==> src/rtl/mc_ctrl_pkg.sv <==
// mc_ctrl_pkg: state encodings, opcodes and datapath select codes
// for the multicycle MIPS controller. MC_CTRL_JAL_EN enables jal decode.
package mc_ctrl_pkg;

    typedef enum logic [3:0] {
        ST_FETCH  = 4'd0,
        ST_DECODE = 4'd1,
        ST_MEMADR = 4'd2,
        ST_MEMRD  = 4'd3,
        ST_MEMWB  = 4'd4,
        ST_MEMWR  = 4'd5,
        ST_EXEC_R = 4'd6,
        ST_EXEC_I = 4'd7,
        ST_RWB    = 4'd8,
        ST_BRANCH = 4'd9,
        ST_JUMP   = 4'd10,
        ST_JAL    = 4'd11
    } state_e;

    localparam logic [5:0] OP_RTYPE = 6'h00;
    localparam logic [5:0] OP_J     = 6'h02;
    localparam logic [5:0] OP_JAL   = 6'h03;
    localparam logic [5:0] OP_BEQ   = 6'h04;
    localparam logic [5:0] OP_ORI   = 6'h0D;
    localparam logic [5:0] OP_LUI   = 6'h0F;
    localparam logic [5:0] OP_LW    = 6'h23;
    localparam logic [5:0] OP_SW    = 6'h2B;
    localparam logic [5:0] FN_ADDU  = 6'h21;
    localparam logic [5:0] FN_SUBU  = 6'h23;

    localparam logic [1:0] ALUOP_ADD = 2'd0;
    localparam logic [1:0] ALUOP_SUB = 2'd1;
    localparam logic [1:0] ALUOP_OR  = 2'd2;

    localparam logic       SRCA_PC  = 1'b0;
    localparam logic       SRCA_REG = 1'b1;

    localparam logic [1:0] SRCB_REG  = 2'd0;
    localparam logic [1:0] SRCB_FOUR = 2'd1;
    localparam logic [1:0] SRCB_EXT  = 2'd2;
    localparam logic [1:0] SRCB_SHL2 = 2'd3;

    localparam logic [1:0] EXT_ZERO = 2'd0;
    localparam logic [1:0] EXT_SIGN = 2'd1;
    localparam logic [1:0] EXT_LUI  = 2'd2;

    localparam logic [1:0] PCSRC_ALU    = 2'd0;
    localparam logic [1:0] PCSRC_ALUOUT = 2'd1;
    localparam logic [1:0] PCSRC_JUMP   = 2'd2;

    localparam logic [1:0] DST_RT = 2'd0;
    localparam logic [1:0] DST_RD = 2'd1;
    localparam logic [1:0] DST_RA = 2'd2;

    localparam logic [1:0] M2R_ALU = 2'd0;
    localparam logic [1:0] M2R_MDR = 2'd1;
    localparam logic [1:0] M2R_PC  = 2'd2;

    // DECODE successor; FETCH means the instruction is not supported
    function automatic state_e decode_next(input logic [5:0] op,
                                           input logic [5:0] funct);
        state_e nxt;
        nxt = ST_FETCH;
        case (op)
            OP_RTYPE: begin
                if (funct == FN_ADDU || funct == FN_SUBU)
                    nxt = ST_EXEC_R;
            end
            OP_ORI, OP_LUI: nxt = ST_EXEC_I;
            OP_LW, OP_SW:   nxt = ST_MEMADR;
            OP_BEQ:         nxt = ST_BRANCH;
            OP_J:           nxt = ST_JUMP;
`ifdef MC_CTRL_JAL_EN
            OP_JAL:         nxt = ST_JAL;
`endif
            default:        nxt = ST_FETCH;
        endcase
        return nxt;
    endfunction

endpackage

==> src/rtl/mc_ctrl_wait.sv <==
// mc_ctrl_wait: counts consecutive not-ready cycles in a memory wait
// state; flags expiry on the MAX-th one and holds a sticky timeout.
module mc_ctrl_wait
    import mc_ctrl_pkg::*;
#(
    parameter int MAX = 15
) (
    input  logic clk_i,
    input  logic rst_i,
    input  logic wait_i,
    input  logic ready_i,
    output logic expire_o,
    output logic timeout_o
);

    localparam int CW = $clog2(MAX + 1);

    logic [CW-1:0] cnt_q, cnt_d;
    logic          tmo_q, tmo_d;

    // counter restarts whenever the wait ends (ready, expiry or leaving)
    always_comb begin
        expire_o = wait_i & ~ready_i & (cnt_q == CW'(MAX - 1));
        cnt_d    = '0;
        if (wait_i && !ready_i && !expire_o)
            cnt_d = cnt_q + CW'(1);
        tmo_d = tmo_q | expire_o;
    end

    // counter and sticky timeout registers
    always_ff @(posedge clk_i) begin
        if (rst_i) begin
            cnt_q <= '0;
            tmo_q <= 1'b0;
        end else begin
            cnt_q <= cnt_d;
            tmo_q <= tmo_d;
        end
    end

    assign timeout_o = tmo_q;

endmodule

==> src/rtl/mc_ctrl.sv <==
// mc_ctrl: multicycle MIPS control FSM driving the shared ALU, PC, IR,
// register file and data memory. Define MC_CTRL_JAL_EN to add jal.
module mc_ctrl
    import mc_ctrl_pkg::*;
#(
    parameter int ST_W         = 4,
    parameter int MEM_WAIT_MAX = 15
) (
    input  logic            clk,
    input  logic            reset,
    input  logic [5:0]      op,
    input  logic [5:0]      funct,
    input  logic            zero,
    input  logic            mem_ready,
    output logic [1:0]      alu_op,
    output logic            alu_src_a,
    output logic [1:0]      alu_src_b,
    output logic [1:0]      ext_op,
    output logic            pc_wr,
    output logic [1:0]      pc_src,
    output logic            ir_wr,
    output logic            mem_wr,
    output logic            reg_wr,
    output logic [1:0]      reg_dst,
    output logic [1:0]      mem_to_reg,
    output logic            instr_done,
    output logic            timeout,
    output logic [ST_W-1:0] state
);

    state_e state_q, state_d;
    logic   waiting, expire;
    logic   pc_wr_c, ir_wr_c, mem_wr_c, reg_wr_c, done_c;

    assign waiting = (state_q == ST_FETCH) ||
                     (state_q == ST_MEMRD) ||
                     (state_q == ST_MEMWR);

    mc_ctrl_wait #(.MAX(MEM_WAIT_MAX)) u_wait (
        .clk_i    (clk),
        .rst_i    (reset),
        .wait_i   (waiting),
        .ready_i  (mem_ready),
        .expire_o (expire),
        .timeout_o(timeout)
    );

    // next state and datapath controls from state, opcode and zero flag
    always_comb begin
        state_d    = state_q;
        alu_op     = ALUOP_ADD;
        alu_src_a  = SRCA_PC;
        alu_src_b  = SRCB_REG;
        ext_op     = EXT_ZERO;
        pc_src     = PCSRC_ALU;
        reg_dst    = DST_RT;
        mem_to_reg = M2R_ALU;
        pc_wr_c    = 1'b0;
        ir_wr_c    = 1'b0;
        mem_wr_c   = 1'b0;
        reg_wr_c   = 1'b0;
        done_c     = 1'b0;
        unique case (state_q)
            ST_FETCH: begin
                if (mem_ready) begin
                    alu_src_b = SRCB_FOUR;
                    pc_wr_c   = 1'b1;
                    ir_wr_c   = 1'b1;
                    state_d   = ST_DECODE;
                end
            end
            ST_DECODE: begin
                alu_src_b = SRCB_SHL2;
                ext_op    = EXT_SIGN;
                state_d   = decode_next(op, funct);
                done_c    = (state_d == ST_FETCH);
            end
            ST_MEMADR: begin
                alu_src_a = SRCA_REG;
                alu_src_b = SRCB_EXT;
                ext_op    = EXT_SIGN;
                state_d   = (op == OP_SW) ? ST_MEMWR : ST_MEMRD;
            end
            ST_MEMRD: begin
                if (mem_ready)
                    state_d = ST_MEMWB;
                else if (expire)
                    state_d = ST_FETCH;
            end
            ST_MEMWB: begin
                reg_wr_c   = 1'b1;
                mem_to_reg = M2R_MDR;
                done_c     = 1'b1;
                state_d    = ST_FETCH;
            end
            ST_MEMWR: begin
                if (mem_ready) begin
                    mem_wr_c = 1'b1;
                    done_c   = 1'b1;
                    state_d  = ST_FETCH;
                end else if (expire) begin
                    state_d = ST_FETCH;
                end else begin
                    mem_wr_c = 1'b1;
                end
            end
            ST_EXEC_R: begin
                alu_src_a = SRCA_REG;
                alu_op    = (funct == FN_SUBU) ? ALUOP_SUB : ALUOP_ADD;
                state_d   = ST_RWB;
            end
            ST_EXEC_I: begin
                alu_src_a = SRCA_REG;
                alu_src_b = SRCB_EXT;
                alu_op    = ALUOP_OR;
                ext_op    = (op == OP_LUI) ? EXT_LUI : EXT_ZERO;
                state_d   = ST_RWB;
            end
            ST_RWB: begin
                reg_wr_c = 1'b1;
                reg_dst  = (op == OP_RTYPE) ? DST_RD : DST_RT;
                done_c   = 1'b1;
                state_d  = ST_FETCH;
            end
            ST_BRANCH: begin
                alu_src_a = SRCA_REG;
                alu_op    = ALUOP_SUB;
                pc_src    = PCSRC_ALUOUT;
                pc_wr_c   = zero;
                done_c    = 1'b1;
                state_d   = ST_FETCH;
            end
            ST_JUMP: begin
                pc_src  = PCSRC_JUMP;
                pc_wr_c = 1'b1;
                done_c  = 1'b1;
                state_d = ST_FETCH;
            end
`ifdef MC_CTRL_JAL_EN
            ST_JAL: begin
                pc_src     = PCSRC_JUMP;
                pc_wr_c    = 1'b1;
                reg_wr_c   = 1'b1;
                reg_dst    = DST_RA;
                mem_to_reg = M2R_PC;
                done_c     = 1'b1;
                state_d    = ST_FETCH;
            end
`endif
            default: state_d = ST_FETCH;
        endcase
    end

    // state register; reset abandons any instruction in flight
    always_ff @(posedge clk) begin
        if (reset)
            state_q <= ST_FETCH;
        else
            state_q <= state_d;
    end

    assign pc_wr      = pc_wr_c  & ~reset;
    assign ir_wr      = ir_wr_c  & ~reset;
    assign mem_wr     = mem_wr_c & ~reset;
    assign reg_wr     = reg_wr_c & ~reset;
    assign instr_done = done_c   & ~reset;
    assign state      = ST_W'(state_q);

endmodule

==> config.mk <==
export PLATFORM = sky130hd
export DESIGN_NAME = mc_ctrl
export DESIGN_NICKNAME = d
export VERILOG_FILES = /design/src/rtl/mc_ctrl_pkg.sv /design/src/rtl/mc_ctrl_wait.sv /design/src/rtl/mc_ctrl.sv
export SDC_FILE = /design/constraint.sdc
export NUM_CORES = 1
export LEC_CHECK = 0
export ABC_AREA = 1
export CAP_MARGIN = 15
export CORE_ASPECT_RATIO = 1.5
export CORE_MARGIN = 4
export CORE_UTILIZATION = 33
export CTS_BUF_LIST = sky130_fd_sc_hd__clkbuf_4 sky130_fd_sc_hd__clkbuf_8 sky130_fd_sc_hd__clkbuf_16
export DETAILED_ROUTE_END_ITERATION = 8
export HOLD_SLACK_MARGIN = 0.15
export PLACE_DENSITY = 0.68
export RECOVER_POWER = 100
export SLEW_MARGIN = 20
export SYNTH_ARGS = -nofsm -noshare
export SYNTH_HDL_FRONTEND = slang
export SYNTH_SLANG_ARGS = --single-unit
export TNS_END_PERCENT = 1
==> constraint.sdc <==
create_clock -name clk -period 1.2 [get_ports clk]
set_input_delay 0.12 -clock clk [delete_from_list [all_inputs] [get_ports clk]]
set_output_delay 0.12 -clock clk [all_outputs]
set_load 0.01 [all_outputs]
# == Word-level counts from Yosys, hierarchy flattened ==
# Index checks and enable logic that the tools add are counted.
# totals
ff_bits,9
elab_cells,82
out_inout_bits,23
input_bits,16
# op_classes
n_bitwise,11
n_reduce_logical,19
add_sub_neg,1
eq_ne,20
n_mux,28
# op_table
cell,count
6-bit == test (second input constant),4
4-bit one-hot mux with 6 select lines,1
4-bit 2-to-1 mux,5
4-bit one-hot mux with 5 select lines,1
4-bit by 3-bit == test with 1-bit output (second input constant),4
4-bit == test (second input constant),4
2-bit OR reduction,7
6-bit by 4-bit == test with 1-bit output (second input constant),2
1-bit 2-to-1 mux,12
2-bit one-hot mux with 3 select lines,2
4-bit by 2-bit == test with 1-bit output (second input constant),2
4-bit zero test,2
2-bit one-hot mux with 2 select lines,2
4-bit OR reduction,2
1-bit bitwise AND,7
6-bit by 2-bit == test with 1-bit output (second input constant),1
6-bit by 3-bit == test with 1-bit output (second input constant),1
6-bit zero test,1
3-bit 2-to-1 mux,2
1-bit one-hot mux with 3 select lines,2
4-bit by 1-bit adder with 4-bit output (second input constant),1
4-bit by 1-bit == test with 1-bit output (second input constant),1
1-bit logical OR,3
1-bit NOT,3
5 further kinds,7

# == Depth between registers and ports, before layout ==
# Gate-level depths: netlist of the first run.
# logic_depth
ltp_word,9
depth_mapped,10
depth_no_buf,9

# == Modules after synthesis ==
# A second synthesis of the first run with hierarchy kept.
# hier_totals
cells_unflattened,144
area_unflattened_um2,823.3
# modules_own_cells
module,cells_per_inst,area_per_inst_um2,instances
mc_ctrl,118,606.8,1
mc_ctrl_wait,26,216.5,1

# == Worst setup path before layout of the first run ==
# Ideal clock, no wire load.
# synth_path
path_type,reg-to-output
startpoint,"register state_q[2], in the netlist state[2]"
endpoint,output ext_op[1]
path_stages_with_launch,9
path_buffers,0
t_arrival_ps,1190
slack_ps,-110
path_cell_list,dfxtp_1 > inv_2 > nor2_2 > inv_1 > nor2_1 > inv_2 > nor2_4 > inv_2 > nor3_2
# synth_via
elab_chain_cells,3
word_cells_on_any_way,5
classes_between,eq/ne: 3; mux: 1; reduce/logical: 1
# synth_rtl
element,line_no,rtl
start: declaration,mc_ctrl.sv:31,"state_e state_q, state_d;"
start signal: assignment,mc_ctrl.sv:159,state_q <= state_d;
4-bit by 1-bit == test with 1-bit output / 4-bit by 2-bit == test with 1-bit output (equally long branches),mc_ctrl.sv:63,unique case (state_q)
2-bit OR reduction (no source line),n/a,
2-bit one-hot mux with 2 select lines (*),mc_ctrl.sv:63,
end: declaration,mc_ctrl.sv:18,"output logic [1:0] ext_op,"
# Mark *: on every way between the ends. The rest lies on a longest branch, timed or not.

# == Worst setup path after layout of the first run ==
# layout_path
startpoint,"register state_q[2], in the netlist state[2]"
endpoint,output mem_wr
# layout_via
elab_chain_cells,9
word_cells_on_any_way,11
classes_between,eq/ne: 2; mux: 3; bitwise: 3; reduce/logical: 3
# layout_rtl
element,line_no,rtl
4-bit by 2-bit == test with 1-bit output / 4-bit zero test (equally long branches),"mc_ctrl.sv:36, mc_ctrl.sv:35",
1-bit logical OR,mc_ctrl.sv:35,assign waiting = (state_q == ST_FETCH) ||
1-bit logical OR,mc_ctrl.sv:36,(state_q == ST_MEMRD) ||
1-bit bitwise AND (2 in series),mc_ctrl_wait.sv:23,expire_o = wait_i & ~ready_i & (cnt_q == CW'(MAX - 1));
1-bit 2-to-1 mux,mc_ctrl.sv:101,end else if (expire) begin
1-bit 2-to-1 mux,mc_ctrl.sv:97,if (mem_ready) begin
1-bit 2-to-1 mux (*),mc_ctrl.sv:63,
1-bit bitwise AND (*),mc_ctrl.sv:164,assign mem_wr = mem_wr_c & ~reset;
end: declaration,mc_ctrl.sv:22,"output logic mem_wr,"
# Marked as above.

==> results of run 1 <==
-- state kept, by name, indices dropped and copies added (netlist names) --
register,cells
state,4
u_wait.cnt_q,4
u_wait.timeout_o,1
-- routing by layer --
| layer | routed length, microns | part of all wire [%] | global-route usage [%] |
|---|---|---|---|
| met3 | 175 | 5.0 | 2.81 |
| met5 | 0 | 0 | 0 |
| met4 | 144 | 4.1 | 11.7 |
| met2 | 1990 | 57 | 38.0 |
| met1 | 1170 | 34 | 15.6 |
-- per-stage QoR --
step           util (%)  worst slack [ns]  area [sq um]  setup TNS (ns)
2_1_floorplan         -           -0.0182          1000         -0.0434
3_3_place_gp       62.3            -0.721          1700           -8.68
3_5_place_dp       62.3            -0.784          1700           -9.29
4_1_cts            64.5            -0.389          1760           -5.07
5_1_grt            65.5            -0.467          1790           -6.79
6_report           65.5            -0.381          1790           -4.83
-- Yosys cell counts, drive strengths merged --
library cell and number:
buf 3, o21ai 3, nor4 1, nand3b 2, ha 2, nor2 45, dfxtp 9, xnor2 1
nand4 2, nand2 37, a31oi 1, conb 1, o211ai 1, nor3 2, xor2 1, inv 31
nand3 18, a21oi 6, clkbuf 1
-- cells by family (layout without fill, tap and decap cells) --
group                      count (synthesis)  after routing  share of synthesized area (%)
DFF                                        9              9                           18.8
buffers and inverters                     35            117                           14.9
other                                      1              2                          0.392
AOI/OAI and AO/OA                         11             11                           7.71
xor gates and xnor gates                   2              2                           1.83
adders and majority gates                  2              2                           2.61
and+or+nand+nor                          107            107                           53.7
-- repair_timing --
item                       CTS  global route
resized for setup           88            15
pin swaps                    6             6
setup endpoints to repair   30            25
hold endpoints to repair     0             0
setup buffers                2             1
-- where the power goes --
| group | switching [uW] | internal (uW) | total (uW) | leakage (uW) |
|---|---|---|---|---|
| registers | 13.4 | 304 | 317 | 0.0000757 |
| clock network | 138 | 228 | 366 | 0.0000255 |
| logic | 179 | 181 | 360 | 0.000852 |
| total | 330 | 713 | 1040 | 0.000953 |
-- worst register-to-register path, delay by kind of cell (launching register included) --
kind            cells  cell delay, ns
buf+inv             3            0.30
simple gates        5            0.47
compound gates      1            0.11
flops               1            0.37
-- final cells by class --
class                      instances  share of cell area [%]
clock buffer                       3                    2.30
inverter                          31                    6.77
sequential                         9                    10.8
tap                               37                    2.58
timing repair buffer              82                    36.1
multi-input combinational        124                    41.2
clock inverter                     1                   0.279
-- final timing paths --
kind / startpoint / end / slack, ns / cells after the start
worst max-delay path: state[2]$_SDFFE_PP0P_ / mem_wr / -0.38 / 10
worst min-delay path: op[1] / state[3]$_SDFFE_PP0P_ / 0.43 / 6
worst max register to register: state[2]$_SDFFE_PP0P_ / state[0]$_SDFFE_PP0P_ / -0.11 / 9
worst min register to register: u_wait.timeout_o$_SDFF_PP0_ / u_wait.timeout_o$_SDFF_PP0_ / 0.46 / 2
==> flow_metrics.env, run 1 <==
export IMPL_drtAntennaViolNets=0
export IMPL_max_stage_delay_ns=0.37
export IMPL_seq_area_frac_synth_pct=18.8
export IMPL_insertedDiodeCount=0
export IMPL_maxCapViolations=0
export IMPL_yosysTopAreaCellShare_pct=18.8
export IMPL_die_y_microns=74.0
export IMPL_synthCells=167
export IMPL_vias=1322
export IMPL_period_minus_slack_ns=1.58
export IMPL_cts_sinks=9
export IMPL_final_cell_mix="buf_4, nand2_1, nor2_1"
export IMPL_fill_cells=270
export IMPL_insertion_delay_ns=0.24
export IMPL_pin_count=39
export IMPL_cts_htree_levels=1
export IMPL_violations="negative setup slack"
export IMPL_crit_family="simple AND/OR/NAND/NOR gates"
export IMPL_initial_core_util_pct=35.0
export IMPL_ys_ff_latch=9
export IMPL_cts_hold_buf=0
export IMPL_crit_chain="nor2_4, buf_6, nand3_2, nand2_2, nand2_2, o21ai_4, nand2_2, nand2_2, nor2_2, buf_2"
export IMPL_finalMaxSlewViolations=0
export IMPL_multi_input_area_sq_um=738
export IMPL_cp_buffers_inverters=2
export IMPL_synth_top_cell_by_area="dfxtp_1"
export IMPL_numCtsBuffers=3
export IMPL_instances_no_fill=287
export IMPL_row_count=23
export IMPL_synth_avg_cell_area_sq_um=5.73
export IMPL_track_usage_pct=18.5
export IMPL_core_area_sq_um=2730
export IMPL_dr_pass1_iters=4
export IMPL_leakagePower_uw=0.000953
export IMPL_slowest_stage="dfxtp_4"
export IMPL_die_w_microns=52.0
export IMPL_path_max_fanout=4
export IMPL_register_area_sq_um=193
export IMPL_grt_pass1_vias=1418
export IMPL_grt_overflow_total=0
export IMPL_final_period_utilization_pct=132
export IMPL_p_per_area_nw_per_um2=583
export IMPL_finalWirelength_mm=3.48
export IMPL_rsz0062_at_grt="true"
export IMPL_startpoint_type="register"
export IMPL_io_buffers=36
export IMPL_clock_skew_ns=0.000762
export IMPL_drtIter0Drc=28
export IMPL_layout_nets=269
export IMPL_routabilityCongestion=0.805
export IMPL_dieArea_sq_um=3840
export IMPL_wl_per_cell_microns=12.1
export IMPL_crit_top_cell="nand2_2"
export IMPL_ys_warnings_count=0
export IMPL_worstSetupPathType="register to output pin"
export IMPL_dp_cells=280
export IMPL_routed_via_density=4.61
export IMPL_worstHoldPathType="input pin to register"
export IMPL_path_clk_slew_ns=0.05
export IMPL_hold_ws_ns=0.430
export IMPL_worstPathArrival_ns=1.46
export IMPL_dp_hpwl_mm=2.64
export IMPL_peakVddDrop_mv=0.318
export IMPL_grt_pass1_wl_mm=5.49
export IMPL_cp_required_ns=1.08
export IMPL_max_freq_mhz=633
export IMPL_netlist_area_sq_um=957
export IMPL_status="finished with violations"
export IMPL_total_power_uw=1040
export IMPL_root_buffer="clkbuf_8"
export IMPL_finalHoldViolCount=0
export IMPL_syn2layout_area_growth_pct=87.2
export IMPL_finalSetupViolCount=23
export IMPL_final_common_cell="buf_4"
export IMPL_drcViolationCount=0
export IMPL_clk_path_buf_depth=2
export IMPL_post_route_cells_drive_above_1_share_pct=48.0
export IMPL_cts_tree="built"
export IMPL_critPathCaptureType="output pin"
export IMPL_yosys_cell_types_count=29
export IMPL_antenna_found_initial=0
export IMPL_synthTopCellsByArea="dfxtp_1, nor2_1, nand2_1"
export IMPL_setup_slack_ns=-0.381
export IMPL_grt_max_degree=8
Note: power is estimated with default switching activity, not from simulation.
==> inputs of run 2 (changes only) <==
Settings changed: CORE_UTILIZATION 33 to 39, GPL_TIMING_DRIVEN set to 0, PLACE_DENSITY 0.68 to 0.78.
==> run 2 against run 1 <==
Net effect:
- the flow still finishes with violations (negative setup slack)
- highest routed layer unchanged
- clock power fell by 29%
- critical path type unchanged
- final cell count fell by 15%
- clock-buffer cell count did not move
- first-iteration DRC count rose by 50%
- critical path depth did not move
- wire length fell by 14%
- register-to-register slack got worse by 0.18 ns
- fmax fell by 7.3%
- global-route usage fell by 0.97 points
- core utilization rose by 1.4 points
- sequential cell count did not move
==> flow_metrics.env, run 2 (synthesized netlist as in run 1, its figures left out) <==
export IMPL_status="finished with violations"
export IMPL_violations="negative setup slack"
export IMPL_final_common_cell="nand2_1"
export IMPL_dieArea_sq_um=3330
export IMPL_critPathCaptureType="output pin"
export IMPL_post_route_cells_drive_above_1_share_pct=38.9
export IMPL_p_per_area_nw_per_um2=574
export IMPL_worstMarginPinSlew_ns=0.577
export IMPL_worstPathArrival_ns=1.59
export IMPL_wl_per_cell_microns=12.2
export IMPL_dpl_cell_area_sq_um=1390
export IMPL_min_to="u_wait.cnt_q[0]$_SDFF_PP0_"
export IMPL_dp_hpwl_mm=2.15
export IMPL_clk_path_buf_depth=2
export IMPL_initial_core_util_pct=41.9
export IMPL_routed_via_density=4.97
export IMPL_root_buffer="clkbuf_4"
export IMPL_maxCapViolations=0
export IMPL_rr_worst_depth=10
export IMPL_grt_max_degree=11
export IMPL_row_count=21
export IMPL_track_usage_pct=17.6
export IMPL_dr_pass1_iters=4
export IMPL_r2r_end="u_wait.timeout_o$_SDFF_PP0_"
export IMPL_die_y_microns=68.7
export IMPL_grt_pass1_vias=1132
export IMPL_drtIter0Drc=42
export IMPL_slew_headroom_pct=61.5
export IMPL_cp_required_ns=1.08
export IMPL_period_minus_slack_ns=1.71
export IMPL_layout_nets=240
export IMPL_finalHoldViolCount=0
export IMPL_pre_cts_slack_ns=-0.861
export IMPL_finalWirelength_mm=2.98
export IMPL_min_path_cells=1
export IMPL_worstSetupPathType="register to output pin"
export IMPL_numCtsBuffers=3
export IMPL_peakVddDrop_mv=0.321
export IMPL_syn2layout_area_growth_pct=59.9
export IMPL_total_power_uw=879
export IMPL_clock_skew_ns=0.00747
export IMPL_leakagePower_uw=0.000786
export IMPL_die_w_microns=48.5
export IMPL_pin_count=39
export IMPL_cts_sinks=9
export IMPL_final_cell_mix="nand2_1, nor2_1, inv_1"
export IMPL_antenna_found_initial=0
export IMPL_cts_htree_levels=1
export IMPL_worstHoldStart="u_wait.cnt_q[0]$_SDFF_PP0_"
export IMPL_vias=1213
export IMPL_finalMaxSlewViolations=0
export IMPL_drcViolationCount=0
export IMPL_final_period_utilization_pct=142
export IMPL_setup_slack_ns=-0.505
export IMPL_setup_tns_ns=-5.89
export IMPL_routabilityCongestion=0.814
export IMPL_cts_tree="built"
export IMPL_rr_startpoint="state[2]$_SDFFE_PP0P_"
export IMPL_grt_overflow_total=0
export IMPL_core_area_sq_um=2290
export IMPL_insertedDiodeCount=0
export IMPL_finalSetupViolCount=24
export IMPL_drtAntennaViolNets=0
export IMPL_insertion_delay_ns=0.28
export IMPL_hold_ws_ns=0.434
export IMPL_cts_hold_buf=0
export IMPL_startpoint_type="register"
export IMPL_path_max_fanout=4
export IMPL_io_buffers=36
export IMPL_rsz0062_at_grt="true"
export IMPL_grt_pass1_wl_mm=4.63
export IMPL_max_freq_mhz=586
export IMPL_final_cell_area_sq_um=1530
export IMPL_fill_cells=209
export IMPL_path_clk_slew_ns=0.07
export IMPL_worstHoldPathType="register to register"
export IMPL_r2r_slack_ns=-0.29
[run 2: final cells by class]
type	count	area (sq um)	area share, %
buffer	4	30.0	1.96
clock buffer	3	22.5	1.47
clock inverter	1	5.00	0.327
inverter	31	124	8.09
multi-input combinational	124	726	47.4
sequential	9	196	12.8
tap	23	28.8	1.88
timing repair buffer	49	398	26.0
[run 2: what timing repair did]
action | 4_1_cts | 5_1_grt
pin swaps | 9 | 5
setup buffers | 10 | 3
resized for setup | 82 | 16
endpoints found under the setup margin | 28 | 26
[run 2: routing by layer]
layer / up-vias / global-route usage (%) / routed length [microns]
li1: 623 / - / -
met3: 8 / 2.37 / 118
met2: 33 / 35.6 / 1680
met1: 549 / 16.9 / 1110
met5: - / 0 / 0
met4: 0 / 9.43 / 72
[run 2: worst max-delay path, stage by stage (launching register included)]
cell     delay (ns)
dfxtp_4        0.38
nor2_4         0.18
buf_6          0.13
nand3_2        0.07
nand2_2        0.08
nand2_2        0.06
o21ai_4        0.07
nand2_2        0.08
nand2_2        0.06
nor2_2         0.03
buf_2          0.15
[run 2: through the flow]
step / instances / util (%)
after floorplan: 168 / -
after global placement: 227 / 60.9
after detailed placement: 227 / 60.9
after CTS: 241 / 65.7
after global routing: 244 / 66.9
final: 244 / 66.9
[run 2: worst max path at each step]
stage / depth (start not counted) / from / slack (ns) / end
after floorplan: 7 / state[2]$_SDFFE_PP0P_ / -0.02 / instr_done
after global placement: 9 / op[2] / -0.82 / instr_done
after detailed placement: 9 / op[2] / -0.86 / instr_done
after CTS: 10 / state[3]$_SDFFE_PP0P_ / -0.42 / mem_wr
after global routing: 11 / state[0]$_SDFFE_PP0P_ / -0.56 / mem_wr
final: 10 / state[2]$_SDFFE_PP0P_ / -0.51 / mem_wr
[run 2: report_power, final]
group	switching (uW)	internal [uW]	total, uW
logic	165	144	310
registers	7.82	301	308
clock network	137	124	261
